[src/rtl/frame_byte_seq_if.sv]
`default_nettype none
// ============================================================================
//  Module      : frame_byte_seq_if
//  Description : Handshake/bus bundle between the send controller, the frame
//                byte sequencer and the downstream preamble/FCS stage.
//  Revision    : 1.0 - initial release
// ----------------------------------------------------------------------------
//  Signals
//    start_sending      one-cycle frame request
//    segment_num_inter  segment number for the requested frame (16)
//    txid_inter         transmission id for the requested frame (8)
//    aux                frame-set counter for the requested frame (8)
//    data_ready         downstream accepts data_out this cycle
//    busy               sequencer is working on a frame or its gap
//    data_out           frame byte (8)
//    data_valid         data_out is valid
//    data_sof           first byte of the frame
//    data_eof           last payload byte
//  Modports
//    master : controller / downstream side (drives requests and data_ready)
//    slave  : the sequencer itself
// ============================================================================
interface frame_byte_seq_if;
    logic        start_sending;
    logic [15:0] segment_num_inter;
    logic [7:0]  txid_inter;
    logic [7:0]  aux;
    logic        data_ready;
    logic        busy;
    logic [7:0]  data_out;
    logic        data_valid;
    logic        data_sof;
    logic        data_eof;

    modport master (
        output start_sending, segment_num_inter, txid_inter, aux, data_ready,
        input  busy, data_out, data_valid, data_sof, data_eof
    );

    modport slave (
        input  start_sending, segment_num_inter, txid_inter, aux, data_ready,
        output busy, data_out, data_valid, data_sof, data_eof
    );
endinterface
`default_nettype wire

[src/rtl/frame_byte_seq.sv]
`default_nettype none
// ============================================================================
//  Module      : frame_byte_seq
//  Description : Emits one Ethernet-style frame byte stream per accepted start:
//                18 header bytes (DST MAC, SRC MAC, EtherType, txid, aux,
//                segment number) followed by PAYLOAD_LEN incrementing payload
//                bytes, then holds busy for IFG idle cycles.
//  Revision    : 1.0 - initial release
// ----------------------------------------------------------------------------
//  Ports
//    clk125MHz  in   sole clock, rising edge
//    rst        in   asynchronous active-high reset
//    bus        slave modport of frame_byte_seq_if (request, data, handshake)
// ============================================================================
module frame_byte_seq #(
    parameter logic [47:0] DST_MAC     = 48'hFF_FF_FF_FF_FF_FF,
    parameter logic [47:0] SRC_MAC     = 48'h00_0A_35_01_02_03,
    parameter logic [15:0] ETHERTYPE   = 16'h88B5,
    parameter int          PAYLOAD_LEN = 64,
    parameter int          IFG         = 12
) (
    input  wire logic        clk125MHz,
    input  wire logic        rst,
    frame_byte_seq_if.slave  bus
);

    localparam logic [10:0] c_HDR_LAST = 11'd17;
    localparam logic [10:0] c_EOF_IDX  = 11'(17 + PAYLOAD_LEN);
    localparam logic [8:0]  c_IFG      = 9'(IFG);

    typedef enum logic [1:0] {
        IDLE    = 2'd0,
        HEADER  = 2'd1,
        PAYLOAD = 2'd2,
        GAP     = 2'd3
    } state_t;

    state_t      r_state;
    state_t      w_state_next;

    logic [10:0] r_index;
    logic [7:0]  r_gap;
    logic [15:0] r_seg;
    logic [7:0]  r_txid;
    logic [7:0]  r_aux;
    logic [7:0]  r_data;
    logic        r_sof;
    logic        r_eof;

    logic        w_xfer;
    logic        w_gap_done;
    logic [10:0] w_index_next;
    logic [7:0]  w_byte_next;

    assign w_xfer       = ((r_state == HEADER) || (r_state == PAYLOAD)) && bus.data_ready;
    assign w_index_next = r_index + 11'd1;
    // Widened compare so the last gap cycle is found without underflow.
    assign w_gap_done   = (({1'b0, r_gap} + 9'd1) == c_IFG);

    // ------------------------------------------------------------------
    // State register
    // ------------------------------------------------------------------
    always_ff @(posedge clk125MHz or posedge rst) begin
        if (rst) begin
            r_state <= IDLE;
        end else begin
            r_state <= w_state_next;
        end
    end

    // ------------------------------------------------------------------
    // Next-state logic
    // ------------------------------------------------------------------
    always_comb begin
        w_state_next = r_state;
        case (r_state)
            IDLE:    if (bus.start_sending) w_state_next = HEADER;
            HEADER:  if (w_xfer && (r_index == c_HDR_LAST)) w_state_next = PAYLOAD;
            PAYLOAD: if (w_xfer && (r_index == c_EOF_IDX))
                         w_state_next = (c_IFG == 9'd0) ? IDLE : GAP;
            GAP:     if (w_gap_done) w_state_next = IDLE;
            default: w_state_next = IDLE;
        endcase
    end

    // ------------------------------------------------------------------
    // Byte that follows the current one. Output bytes are registered, so
    // the mux looks one index ahead; index 0 is loaded at start.
    // Payload: (seg[7:0] + (idx - 18)) mod 256 only needs the low 8 bits.
    // ------------------------------------------------------------------
    always_comb begin
        w_byte_next = r_seg[7:0] + w_index_next[7:0] - 8'd18;
        case (w_index_next)
            11'd1:   w_byte_next = DST_MAC[39:32];
            11'd2:   w_byte_next = DST_MAC[31:24];
            11'd3:   w_byte_next = DST_MAC[23:16];
            11'd4:   w_byte_next = DST_MAC[15:8];
            11'd5:   w_byte_next = DST_MAC[7:0];
            11'd6:   w_byte_next = SRC_MAC[47:40];
            11'd7:   w_byte_next = SRC_MAC[39:32];
            11'd8:   w_byte_next = SRC_MAC[31:24];
            11'd9:   w_byte_next = SRC_MAC[23:16];
            11'd10:  w_byte_next = SRC_MAC[15:8];
            11'd11:  w_byte_next = SRC_MAC[7:0];
            11'd12:  w_byte_next = ETHERTYPE[15:8];
            11'd13:  w_byte_next = ETHERTYPE[7:0];
            11'd14:  w_byte_next = r_txid;
            11'd15:  w_byte_next = r_aux;
            11'd16:  w_byte_next = r_seg[15:8];
            11'd17:  w_byte_next = r_seg[7:0];
            default: ;
        endcase
    end

    // ------------------------------------------------------------------
    // Datapath: latched request fields, byte index, output byte and marks
    // ------------------------------------------------------------------
    always_ff @(posedge clk125MHz or posedge rst) begin
        if (rst) begin
            r_index <= '0;
            r_seg   <= '0;
            r_txid  <= '0;
            r_aux   <= '0;
            r_data  <= '0;
            r_sof   <= 1'b0;
            r_eof   <= 1'b0;
        end else if (r_state == IDLE) begin
            if (bus.start_sending) begin
                r_seg   <= bus.segment_num_inter;
                r_txid  <= bus.txid_inter;
                r_aux   <= bus.aux;
                r_index <= '0;
                r_data  <= DST_MAC[47:40];
                r_sof   <= 1'b1;
                r_eof   <= 1'b0;
            end
        end else if (w_xfer) begin
            r_index <= w_index_next;
            // After the eof byte leaves, the outputs simply hold.
            if (r_index != c_EOF_IDX) begin
                r_data <= w_byte_next;
                r_sof  <= 1'b0;
                r_eof  <= (w_index_next == c_EOF_IDX);
            end
        end
    end

    // Gap counter runs only in GAP, so it always enters GAP at zero.
    always_ff @(posedge clk125MHz or posedge rst) begin
        if (rst) begin
            r_gap <= '0;
        end else if (r_state == GAP) begin
            r_gap <= r_gap + 8'd1;
        end else begin
            r_gap <= '0;
        end
    end

    assign bus.busy       = (r_state != IDLE);
    assign bus.data_valid = (r_state == HEADER) || (r_state == PAYLOAD);
    assign bus.data_out   = r_data;
    assign bus.data_sof   = r_sof;
    assign bus.data_eof   = r_eof;

endmodule
`default_nettype wire

[src/flat_wrapper.sv]
// flat-port wrapper written by rule: the top's interface ports become plain ports
module frame_byte_seq_flat 
#(
    parameter logic [47:0] DST_MAC     = 48'hFF_FF_FF_FF_FF_FF,
    parameter logic [47:0] SRC_MAC     = 48'h00_0A_35_01_02_03,
    parameter logic [15:0] ETHERTYPE   = 16'h88B5,
    parameter int          PAYLOAD_LEN = 64,
    parameter int          IFG         = 12
)
  (clk125MHz, rst, bus_start_sending, bus_segment_num_inter, bus_txid_inter, bus_aux, bus_data_ready, bus_busy, bus_data_out, bus_data_valid, bus_data_sof, bus_data_eof);
  frame_byte_seq_if bus_i ();
  input  wire logic clk125MHz;
  input  wire logic rst;
  input wire logic [$bits(bus_i.start_sending)-1:0] bus_start_sending;
  input wire logic [$bits(bus_i.segment_num_inter)-1:0] bus_segment_num_inter;
  input wire logic [$bits(bus_i.txid_inter)-1:0] bus_txid_inter;
  input wire logic [$bits(bus_i.aux)-1:0] bus_aux;
  input wire logic [$bits(bus_i.data_ready)-1:0] bus_data_ready;
  output wire logic [$bits(bus_i.busy)-1:0] bus_busy;
  output wire logic [$bits(bus_i.data_out)-1:0] bus_data_out;
  output wire logic [$bits(bus_i.data_valid)-1:0] bus_data_valid;
  output wire logic [$bits(bus_i.data_sof)-1:0] bus_data_sof;
  output wire logic [$bits(bus_i.data_eof)-1:0] bus_data_eof;
  assign bus_i.start_sending = bus_start_sending;
  assign bus_i.segment_num_inter = bus_segment_num_inter;
  assign bus_i.txid_inter = bus_txid_inter;
  assign bus_i.aux = bus_aux;
  assign bus_i.data_ready = bus_data_ready;
  assign bus_busy = bus_i.busy;
  assign bus_data_out = bus_i.data_out;
  assign bus_data_valid = bus_i.data_valid;
  assign bus_data_sof = bus_i.data_sof;
  assign bus_data_eof = bus_i.data_eof;
  frame_byte_seq #(.DST_MAC(DST_MAC), .SRC_MAC(SRC_MAC), .ETHERTYPE(ETHERTYPE), .PAYLOAD_LEN(PAYLOAD_LEN), .IFG(IFG)) u_core (.clk125MHz(clk125MHz), .rst(rst), .bus(bus_i));
endmodule
[config.mk]
export PLATFORM = sky130hd
export DESIGN_NAME = frame_byte_seq_flat
export DESIGN_NICKNAME = d
export VERILOG_FILES = /design/src/rtl/frame_byte_seq_if.sv /design/src/rtl/frame_byte_seq.sv /design/src/flat_wrapper.sv
export SDC_FILE = /design/constraint.sdc
export NUM_CORES = 1
export LEC_CHECK = 0
export ABC_AREA = 1
export BUFFER_PORTS_ARGS = -buffer_cell sky130_fd_sc_hd__buf_2
export CORE_UTILIZATION = 54
export DETAILED_ROUTE_END_ITERATION = 10
export PLACE_DENSITY = 0.85
export SYNTH_ARGS = -nofsm -noshare
export SYNTH_HDL_FRONTEND = slang
export SYNTH_SLANG_ARGS = --single-unit
[constraint.sdc]
create_clock -name clk125MHz -period 7.9 [get_ports clk125MHz]
set_input_delay 1.58 -clock clk125MHz [delete_from_list [all_inputs] [get_ports clk125MHz]]
set_output_delay 1.58 -clock clk125MHz [all_outputs]
set_load 0.01 [all_outputs]
# --- Yosys cells after proc, flatten, opt, wreduce, memory -nomap -nowiden ---
# Index checks and enable logic that the tools add are counted.
op_classes:
  div_mod_pow: 0
  addsub: 5
  eq_ne: 29
  n_lt_le_gt_ge: 0
  shift: 0
  n_mux: 22
  reduce_logical: 13
  n_mul: 0
  n_bitwise: 0
op_table:
  columns: ["operator", "n"]
  rows:
  - ["8-bit case mux with 13 select lines", 1]
  - ["11-bit by 4-bit equality test with 1-bit output, second input constant", 8]
  - ["11-bit by 3-bit equality test with 1-bit output, second input constant", 4]
  - ["8-bit 2-to-1 mux", 5]
  - ["11-bit by 5-bit equality test with 1-bit output, second input constant", 3]
  - ["11-bit 2-to-1 mux", 3]
  - ["11-bit by 2-bit equality test with 1-bit output, second input constant", 2]
  - ["11-bit by 7-bit equality test with 1-bit output, second input constant", 2]
  - ["11-bit by 1-bit adder with 11-bit output, second input constant", 1]
  - ["11-bit by 1-bit equality test with 1-bit output, second input constant", 1]
  - ["11-bit by 7-bit inequality test with 1-bit output, second input constant", 1]
  - ["8-bit by 1-bit adder with 9-bit output, second input constant", 1]
  - ["9-bit by 4-bit equality test with 1-bit output, second input constant", 1]
  - ["8-bit by 1-bit adder with 8-bit output, second input constant", 1]
  - ["8-bit adder", 1]
  - ["1-bit 2-to-1 mux", 8]
  - ["2-bit 2-to-1 mux", 4]
  - ["2-bit case mux with 4 select lines", 1]
  - ["8-bit by 5-bit subtractor with 8-bit output, second input constant", 1]
  - ["2-bit inequality test, second input constant", 3]
  - ["2-bit nonzero test", 3]
  - ["5-bit OR reduction", 1]
  - ["2-bit equality test, second input constant", 2]
  - ["2-bit AND reduction", 2]
  - ["other kinds (7)", 9]
totals:
  n_memories: 0
  input_bits: 36
  ramBits: 0
  reg_bits: 63
  wordCells: 78
  romBits: 0
  output_inout_bits: 12
  latch_bits: 0

# --- Longest topological paths before layout ---
# Gate-level depths: netlist (run 1).
logic_depth:
  depth_word: 7
  depth_mapped: 16
  ltp_nobuf: 16

# --- Worst setup path after synthesis (run 1) ---
# No wires, ideal clock.
synth_path:
  path_kind: "input to register"
  from: "input port bus_data_ready"
  to: "register u_core.r_data[0] (netlist: u_core.bus.data_out[0])"
  arrival_ns: 2.540
  stages: 9
  slack_ns: 5.247
  path_buffers: 0
  t_required_ns: 7.787
  path_cell_list: "nand2_1 nor2_1 nand2_1 inv_1 nor2_2 inv_1 or2_2 nand2_1 inv_1"
synth_via:
  elab_chain_len: 3
synth_lines:
  columns: ["item", "line", "rtl"]
  rows:
  - ["start, declared", "flat_wrapper.sv:18", "input wire logic [$bits(bus_i.data_ready)-1:0] bus_data_ready;"]
  - ["1-bit logical AND", "frame_byte_seq.sv:55", "assign w_xfer = ((r_state == HEADER) || (r_state == PAYLOAD)) && bus.data_ready;"]
  - ["2-bit nonzero test (no line)", null, null]
  - ["3-bit AND reduction (no line)", null, null]
  - ["end signal, assigned", "frame_byte_seq.sv:133", "r_data <= DST_MAC[47:40];"]
  - ["end signal, assigned", "frame_byte_seq.sv:141", "r_data <= w_byte_next;"]
  - ["end, declared", "frame_byte_seq.sv:46", "logic [7:0] r_data;"]
# No other way between the ends.
# A chain may end at the register's enable or synchronous reset.

# --- Worst setup path after layout (run 1) ---
layout_path:
  from: "register u_core.r_index[1]"
  to: "register u_core.r_data[7] (netlist: u_core.bus.data_out[7])"
layout_via:
  elab_chain_len: 7
layout_lines:
  columns: ["item", "line", "rtl"]
  rows:
  - ["start, declared", "frame_byte_seq.sv:41", "logic [10:0] r_index;"]
  - ["start signal, assigned", "frame_byte_seq.sv:138", "r_index <= w_index_next;"]
  - ["11-bit by 1-bit adder with 11-bit output", "frame_byte_seq.sv:56", "assign w_index_next = r_index + 11'd1;"]
  - ["8-bit adder, or another cell as far along", "frame_byte_seq.sv:92", "w_byte_next = r_seg[7:0] + w_index_next[7:0] - 8'd18;"]
  - ["8-bit by 5-bit subtractor with 8-bit output / 5-bit OR reduction (equally long branches)", null, null]
  - ["8-bit case mux with 13 select lines", "frame_byte_seq.sv:93", "case (w_index_next)"]
  - ["8-bit 2-to-1 mux", "frame_byte_seq.sv:140", "if (r_index != c_EOF_IDX) begin"]
  - ["8-bit 2-to-1 mux", "frame_byte_seq.sv:137", "end else if (w_xfer) begin"]
  - ["8-bit 2-to-1 mux", "frame_byte_seq.sv:127", "end else if (r_state == IDLE) begin"]
# Parallel ways exist; a longest one is shown, timed or not. The select of a mux whose other input is x is not followed.

==> results of run 1 <==
placed cells by master (no fill, tap or decap), types with 2 or more instances in the layout:
cell       instances
xnor2_1            3
buf_2             47
dfrtp_1           63
nor2_4             3
nand4_1           18
inv_1             64
nor2_2             2
bufinv_16          3
o21ai_0           25
nor3_1             5
o41ai_1            2
clkinv_2           2
inv_2              3
nand3b_1           4
xor2_1             7
nand2_1          136
nand3_1           49
a21oi_1           11
nand2_2            5
or2_2              4
o22ai_1            8
o21ai_1            8
nor3_2             3
nor2_1            46
o211ai_1           6
buf_4              2
clkbuf_8           9
ha_1              22
metal layers:
metal | wire length (um) | global-route usage, % | part of all wire, %
met3 | 466 | 5.592 | 5.0
met2 | 4402 | 43.82 | 48
met4 | 256 | 11.03 | 2.8
met5 | 0 | 0 | 0
met1 | 4111 | 34.88 | 45
worst paths after layout:
kind / from / endpoint / slack [ns] / depth (start not counted)
worst max-delay path: u_core.r_index[1]$_DFFE_PP0P_ / u_core.bus.data_out[7]$_DFFE_PP0P_ / 4.86 / 15
worst min-delay path: u_core.r_gap[0]$_DFF_PP0_ / u_core.r_gap[0]$_DFF_PP0_ / 0.46 / 1
worst max register to register: u_core.r_index[1]$_DFFE_PP0P_ / u_core.bus.data_out[7]$_DFFE_PP0P_ / 4.86 / 15
worst min register to register: u_core.r_gap[0]$_DFF_PP0_ / u_core.r_gap[0]$_DFF_PP0_ / 0.46 / 1
max in group asynchronous: rst / u_core.r_gap[0]$_DFF_PP0_ / 5.92 / 3
min in group asynchronous: rst / u_core.r_seg[10]$_DFFE_PP0P_ / 1.46 / 3
worst register-to-register path, stage by stage, from the launching register on:
cell	delay, ns
dfrtp_1	0.46
ha_1	0.26
nand2_1	0.14
inv_1	0.09
nor2_1	0.14
inv_1	0.15
ha_1	0.35
fa_1	0.46
nand3b_1	0.19
nand2_1	0.08
nand2_1	0.06
nand2_1	0.06
a21oi_1	0.07
xor2_1	0.20
nand3_1	0.10
a21oi_1	0.16
kinds of logic after synthesis:
family                     count (synthesis)  share of synthesized area, %
and+or+nand+nor                          282                         33.09
buffers and inverters                     81                         8.622
DFF                                       63                         40.09
AOI/OAI and AO/OA                         60                         8.463
adders and majority gates                 23                         7.509
xor gates and xnor gates                  10                         2.227
power by group through the flow:
stage	clock (uW)	sequential, uW	combinational [uW]
after CTS	343	511	765
after global placement	0	511	741
final	338	511	764
after floorplan	0	503	570
after detailed placement	0	515	756
after global routing	360	523	884
flip-flops by register name, indices dropped and copies added, names as in the netlist, 2 cells and up:
| register | count |
|---|---|
| u_core.r_state | 2 |
| u_core.r_txid | 8 |
| u_core.r_aux | 8 |
| u_core.r_index | 11 |
| u_core.r_seg | 16 |
| u_core.r_gap | 8 |
| u_core.bus.data_out | 8 |
per-stage QoR:
step	hold slack [ns]	cell area [sq um]	worst slack [ns]	util (%)	total power (uW)
after floorplan	0.4329	3933	4.750	-	1073
after global placement	0.4522	4215	4.738	61.03	1252
after detailed placement	0.4647	4215	4.700	61.03	1271
after CTS	0.4742	4452	4.901	64.46	1618
after global routing	0.4815	4452	4.681	64.46	1767
final	0.4635	4452	4.862	64.46	1614
cell type report:
| class | instances | area [sq um] | area share (%) |
|---|---|---|---|
| sequential | 63 | 1577 | 35.41 |
| tap | 96 | 120.1 | 2.698 |
| inverter | 67 | 251.5 | 5.649 |
| multi-input combinational | 375 | 2017 | 45.31 |
| clock inverter | 6 | 108.9 | 2.445 |
| clock buffer | 10 | 127.6 | 2.867 |
| timing repair buffer | 49 | 250.2 | 5.621 |
==> key figures, run 1 <==
Clock tree
  • Post-CTS Hold Fix Bufs: 0
  • CTS Buf Count: 9
  • Post_cts resized: 0
  • CTS Sinks: 63
  • Clock H-tree levels: 3
  • Root buffer cell: clkbuf_8
  • Clock Tree Buf Depth: 2
  • Post-CTS setup buffers: 0
  • Clock slew at reported path FFs: 0.07 ns
  • CTS tree: yes
  • Worst-skew pair later-pin latency: 0.35 ns

Floorplanning
  • Width of the die: 87.34 um
  • Die height: 87.34 um
  • Std cell rows: 30
  • Initial Util: 56.94%
  • Ports: 48
  • Die Area: 0.007627 sq mm
  • Core Region: 0.006907 sq mm

Logic synthesis
  • Sequential share of the synthesized area: 40.09%
  • Syn avg cell area: 7.577 sq um
  • Post-Syn Area: 0.003933 sq mm
  • Post-Syn Nets: 578
  • Synth Register Bits: 63
  • Main synth FF type: dfrtp_1
  • Fraction of registers with async set/reset: 100.0%
  • Synth unique cells: 36
  • Syn Inst Count: 519
  • Most frequent cell after synthesis: nand2_1
  • Yosys top cell area share: 40.09%
  • Top post-synthesis cells by area: dfrtp_1 40%, nand2_1 13%, ha_1 7.0%, nand3_1 6.2%, inv_1 6.2%
  • Post-synth top area cell: dfrtp_1
  • Post-synth EDFFs: 0
  • Top cells by count, synth: 136 x nand2_1, 65 x inv_1, 63 x dfrtp_1
  • Yosys Warn Count: 0

Routing
  • DRT Pass-1 Iters: 5
  • Routed vias/inst: 5.401
  • Antenna Violating Nets Remaining: 0
  • Routed len/inst: 13.87 um
  • DRC: 0
  • DR vias: 3597
  • Post-Route WL: 9236 um
  • DRT iter0 DRCs: 237

Worst setup path
  • Crit path max-delay family: adder cells
  • CP cell instances: ha_1 -> nand2_1 -> inv_1 -> nor2_1 -> inv_1 -> ha_1 -> fa_1 -> nand3b_1 -> nand2_1 -> nand2_1 -> nand2_1 -> a21oi_1 -> xor2_1 -> nand3_1 -> a21oi_1
  • CP arrival: 3.32 ns
  • Max stage delay on crit path: 0.46 ns
  • Most used cell, CP: nand2_1
  • Crit start category: register
  • CP bufs+invs: 2
  • Crit path kind: register to register
  • CP endpoint kind: register
  • CP Max Fanout: 7
  • Worst path slowest cell: dfrtp_1
  • CP required: 8.18 ns

Pwr
  • Logic pwr share: 47.4%
  • Seq pwr share: 31.7%
  • Clock power share: 21.0%
  • Sw power: 683.1 uW
  • Internal: 930.4 uW
  • Power per cell area: 362.4 mW/mm^2
  • Lkg Pwr: 0.002220 uW
  • Max IR drop VDD: 0.1649 mV
  • Sw Share: 42.34%

Layout
  • Diodes inserted: 0
  • Ratio of cells with drive above 1 in the final layout: 15.44%
  • Nets: 624
  • Fill cells: 634
  • Synth-to-Final Area Change: 13.20%
  • Post-route insts no fill: 666

Placed design
  • Port-buffer cells: 47
  • Cells after DPL: 650
  • Final GP Congestion: 0.8471
  • HPWL after detailed placement: 6865 um

Timing
  • Final min period: 3.038 ns
  • Unrepaired setup endpoints after global routing: false
  • Final setup vio count: 0
  • Final period util: 38.46%
  • TNS Setup: 0 ns
  • Fmax: 0.3291 GHz
  • Layout Skew: 0.01091 ns
  • Max-slew headroom: 47.01%
  • Final-report hold violation count: 0
  • Worst-margin pin slew: 0.7949 ns
  • Slew Limit Fails: 0

Global route
  • Vias in the first global route: 3380
  • Gr ovfl total: 0
  • Largest net degree at the start of global routing: 64
  • Total GRT Usage: 26.92%
  • First-pass GRT wire length: 15630 um
  • Initial antenna violation count: 0

Hold path
  • Hold Crit Class: register to register

Run status
  • Status: finished clean

Flow run
  • Max-cap violations: 0
Note: power is estimated with default switching activity, not from simulation.
==> inputs of run 2 (changes only) <==
- CORE_UTILIZATION: 54 -> 53
- PLACE_DENSITY: 0.85 -> 0.87
- clock period: 7.9 -> 2.6 ns (I/O delays scaled with it)
==> run 2 against run 1 <==
  * The flow now finishes with violations (setup timing)
  * Clock-buffer cell count increased by 2
  * Sequential share of layout area decreased by 3.3 points
  * First-iteration DRC count increased by 16%
  * Fmax increased by 11%
  * Flip-flop and latch count unchanged
  * Critical path depth increased by 1
  * Die area increased by 1.9%
  * Global-route usage increased by 1.2 points
  * Non-clock buffer count increased by 34
  * Combinational power increased to 4.1 times the previous value
  * Clock skew decreased by 0.0010 ns
  * Final area increased by 11%
==> key figures, run 2 (same netlist as run 1, synthesis figures left out) <==
Clock tree
  • CTS Sinks: 63
  • Root buffer cell: clkbuf_8
  • Worst-skew pair later-pin latency: 0.36 ns
  • CTS Buf Count: 9
  • Clock slew at reported path FFs: 0.07 ns
  • Clock H-tree levels: 3
  • CTS tree: yes
  • Clock Tree Buf Depth: 2

Routing
  • Antenna Violating Nets Remaining: 0
  • DRC: 0
  • Routed vias/inst: 5.500
  • Post-Route WL: 10970 um
  • DRT Pass-1 Iters: 6
  • Routed len/inst: 15.62 um
  • DR vias: 3861
  • DRT iter0 DRCs: 276

Layout
  • Max reg flops: 16
  • Nets: 658
  • Largest Register: u_core.r_seg
  • Synth-to-Final Area Change: 25.10%
  • Diodes inserted: 0
  • Most frequent cells in the layout: 129 x nand2_1, 62 x dfrtp_1, 57 x inv_1
  • Post-route insts no fill: 702
  • Top flop regs: u_core.r_seg x16, u_core.r_index x11
  • Most common cell after layout, fill and taps aside: nand2_1
  • Fill cells: 591
  • Ratio of cells with drive above 1 in the final layout: 25.70%

Timing
  • Slew Limit Fails: 0
  • Max-slew headroom: 54.91%
  • TNS Setup: -0.2569 ns
  • Final min period: 2.734 ns
  • Final period util: 105.1%
  • Setup WS post-layout: -0.1337 ns
  • Final-report hold violation count: 0
  • Worst-margin pin slew: 0.6754 ns
  • Unrepaired setup endpoints after global routing: true
  • Fmax: 0.3658 GHz
  • Layout Skew: 0.009898 ns
  • Final setup vio count: 4

Global route
  • Gr ovfl total: 0
  • Initial antenna violation count: 0
  • First-pass GRT wire length: 16440 um
  • Largest net degree at the start of global routing: 48
  • Vias in the first global route: 3629
  • Total GRT Usage: 28.08%

Hold path
  • Hold Crit Class: input pin to asynchronous set/reset pin

Run status
  • Failing checks: setup timing
  • Status: finished, violations left

Pwr
  • Clock power share: 16.7%
  • Power per cell area: 1153 mW/mm^2
  • Sw power: 2488 uW
  • Pwr Total: 5674 uW
  • Sw Share: 43.85%
  • Internal: 3186 uW
  • Logic pwr share: 55.6%
  • Seq pwr share: 27.7%
  • Lkg Pwr: 0.002407 uW
  • Max IR drop VDD: 0.5613 mV

Floorplanning
  • Initial Util: 54.51%
  • Ports: 48
  • Std cell rows: 31
  • Width of the die: 88.14 um
  • Die height: 88.14 um
  • Die Area: 0.007769 sq mm
  • Core Region: 0.007214 sq mm

Flow run
  • Max-cap violations: 0

Worst setup path
  • CP Max Fanout: 4
  • Crit start category: register
  • CP required: 2.87 ns
  • CP endpoint kind: register
  • Crit path kind: register to register
  • CP arrival: 3.00 ns

Placed design
  • HPWL after detailed placement: 7356 um
  • Cells after DPL: 669
  • Post-place setup slack: -0.08431 ns
  • Final GP Congestion: 1.009
  • Port-buffer cells: 47
[run 2: cell count changes in the layout (fill, tap and decap cells not counted), moves of 6 or more]
cell,previous run,this run
nand2_1,136,129
ha_4,0,8
buf_6,0,6
ha_1,22,14
inv_1,64,57
nand2_2,5,11
buf_4,2,29
a21oi_1,11,5
inv_2,3,9
[run 2: cell type report]
| type | count | area [sq um] | share of cell area [%] |
|---|---|---|---|
| multi-input cells | 375 | 2211 | 44.94 |
| well taps | 99 | 123.9 | 2.518 |
| repair buffers | 83 | 540.5 | 10.99 |
| clock buffers | 12 | 145.1 | 2.950 |
| inverters | 67 | 254.0 | 5.163 |
| flip-flops and latches | 63 | 1578 | 32.07 |
| clock inverters | 3 | 67.56 | 1.373 |
[run 2: final timing paths]
kind	endpoint	startpoint	depth (start not counted)	slack, ns
worst min-delay path	u_core.r_seg[14]$_DFFE_PP0P_	rst	2	0.26
worst max register to register	u_core.bus.data_out[6]$_DFFE_PP0P_	u_core.r_index[0]$_DFFE_PP0P_	16	-0.13
max in group asynchronous	u_core.bus.data_eof$_DFFE_PP0P_	rst	3	1.71
worst min register to register	u_core.r_gap[0]$_DFF_PP0_	u_core.r_gap[0]$_DFF_PP0_	1	0.46
worst max-delay path	u_core.bus.data_out[6]$_DFFE_PP0P_	u_core.r_index[0]$_DFFE_PP0P_	16	-0.13
min in group clk125MHz	u_core.r_txid[5]$_DFFE_PP0P_	bus_txid_inter[5]	3	0.35
[run 2: power by group through the flow]
stage          Combinational, uW  Sequential (uW)  Clock, uW
3_3_place_gp                2360             1540          0
3_5_place_dp                2470             1560          0
2_1_floorplan               1730             1530          0
4_1_cts                     2580             1540        952
6_report                    3160             1570        946
5_1_grt                     3480             1600        995
[run 2: worst max-delay path, cell delays in order, from the launching register on]
cell,delay (ns)
dfrtp_2,0.45
buf_6,0.13
ha_4,0.17
nand2_4,0.07
inv_2,0.06
nor2_4,0.11
inv_2,0.06
ha_4,0.27
inv_1,0.05
ha_1,0.27
nand3_1,0.11
nand2_2,0.11
a21oi_2,0.06
o21ai_1,0.22
xor2_1,0.20
nand3_1,0.12
a21oi_2,0.17
[run 2: routing by layer]
layer | vias up | global-route usage, % | share of wire, %
met5 | - | 0 | 0
met4 | 0 | 17.30 | 5.2
met3 | 48 | 4.618 | 5.0
met2 | 142 | 46.86 | 49
met1 | 1816 | 33.99 | 40
li1 | 1855 | - | -
[run 2: what timing repair did]
item | 4_1_cts | 5_1_grt
setup buffers | 1 | 17
hold buffers | 0 | 0
pin swaps | 2 | 27
resized for setup | 6 | 44
endpoints found under the setup margin | 3 | 10
[run 2: metrics by stage]
stage / util (%) / cell area [sq um] / hold slack [ns]
finish: 68.19 / 4920 / 0.2552
global route: 68.19 / 4920 / 0.3010
CTS: 63.93 / 4612 / 0.2791
detailed placement: 60.39 / 4357 / 0.4522
global placement: 60.39 / 4357 / 0.4423
floorplan: - / 3938 / 0.4329
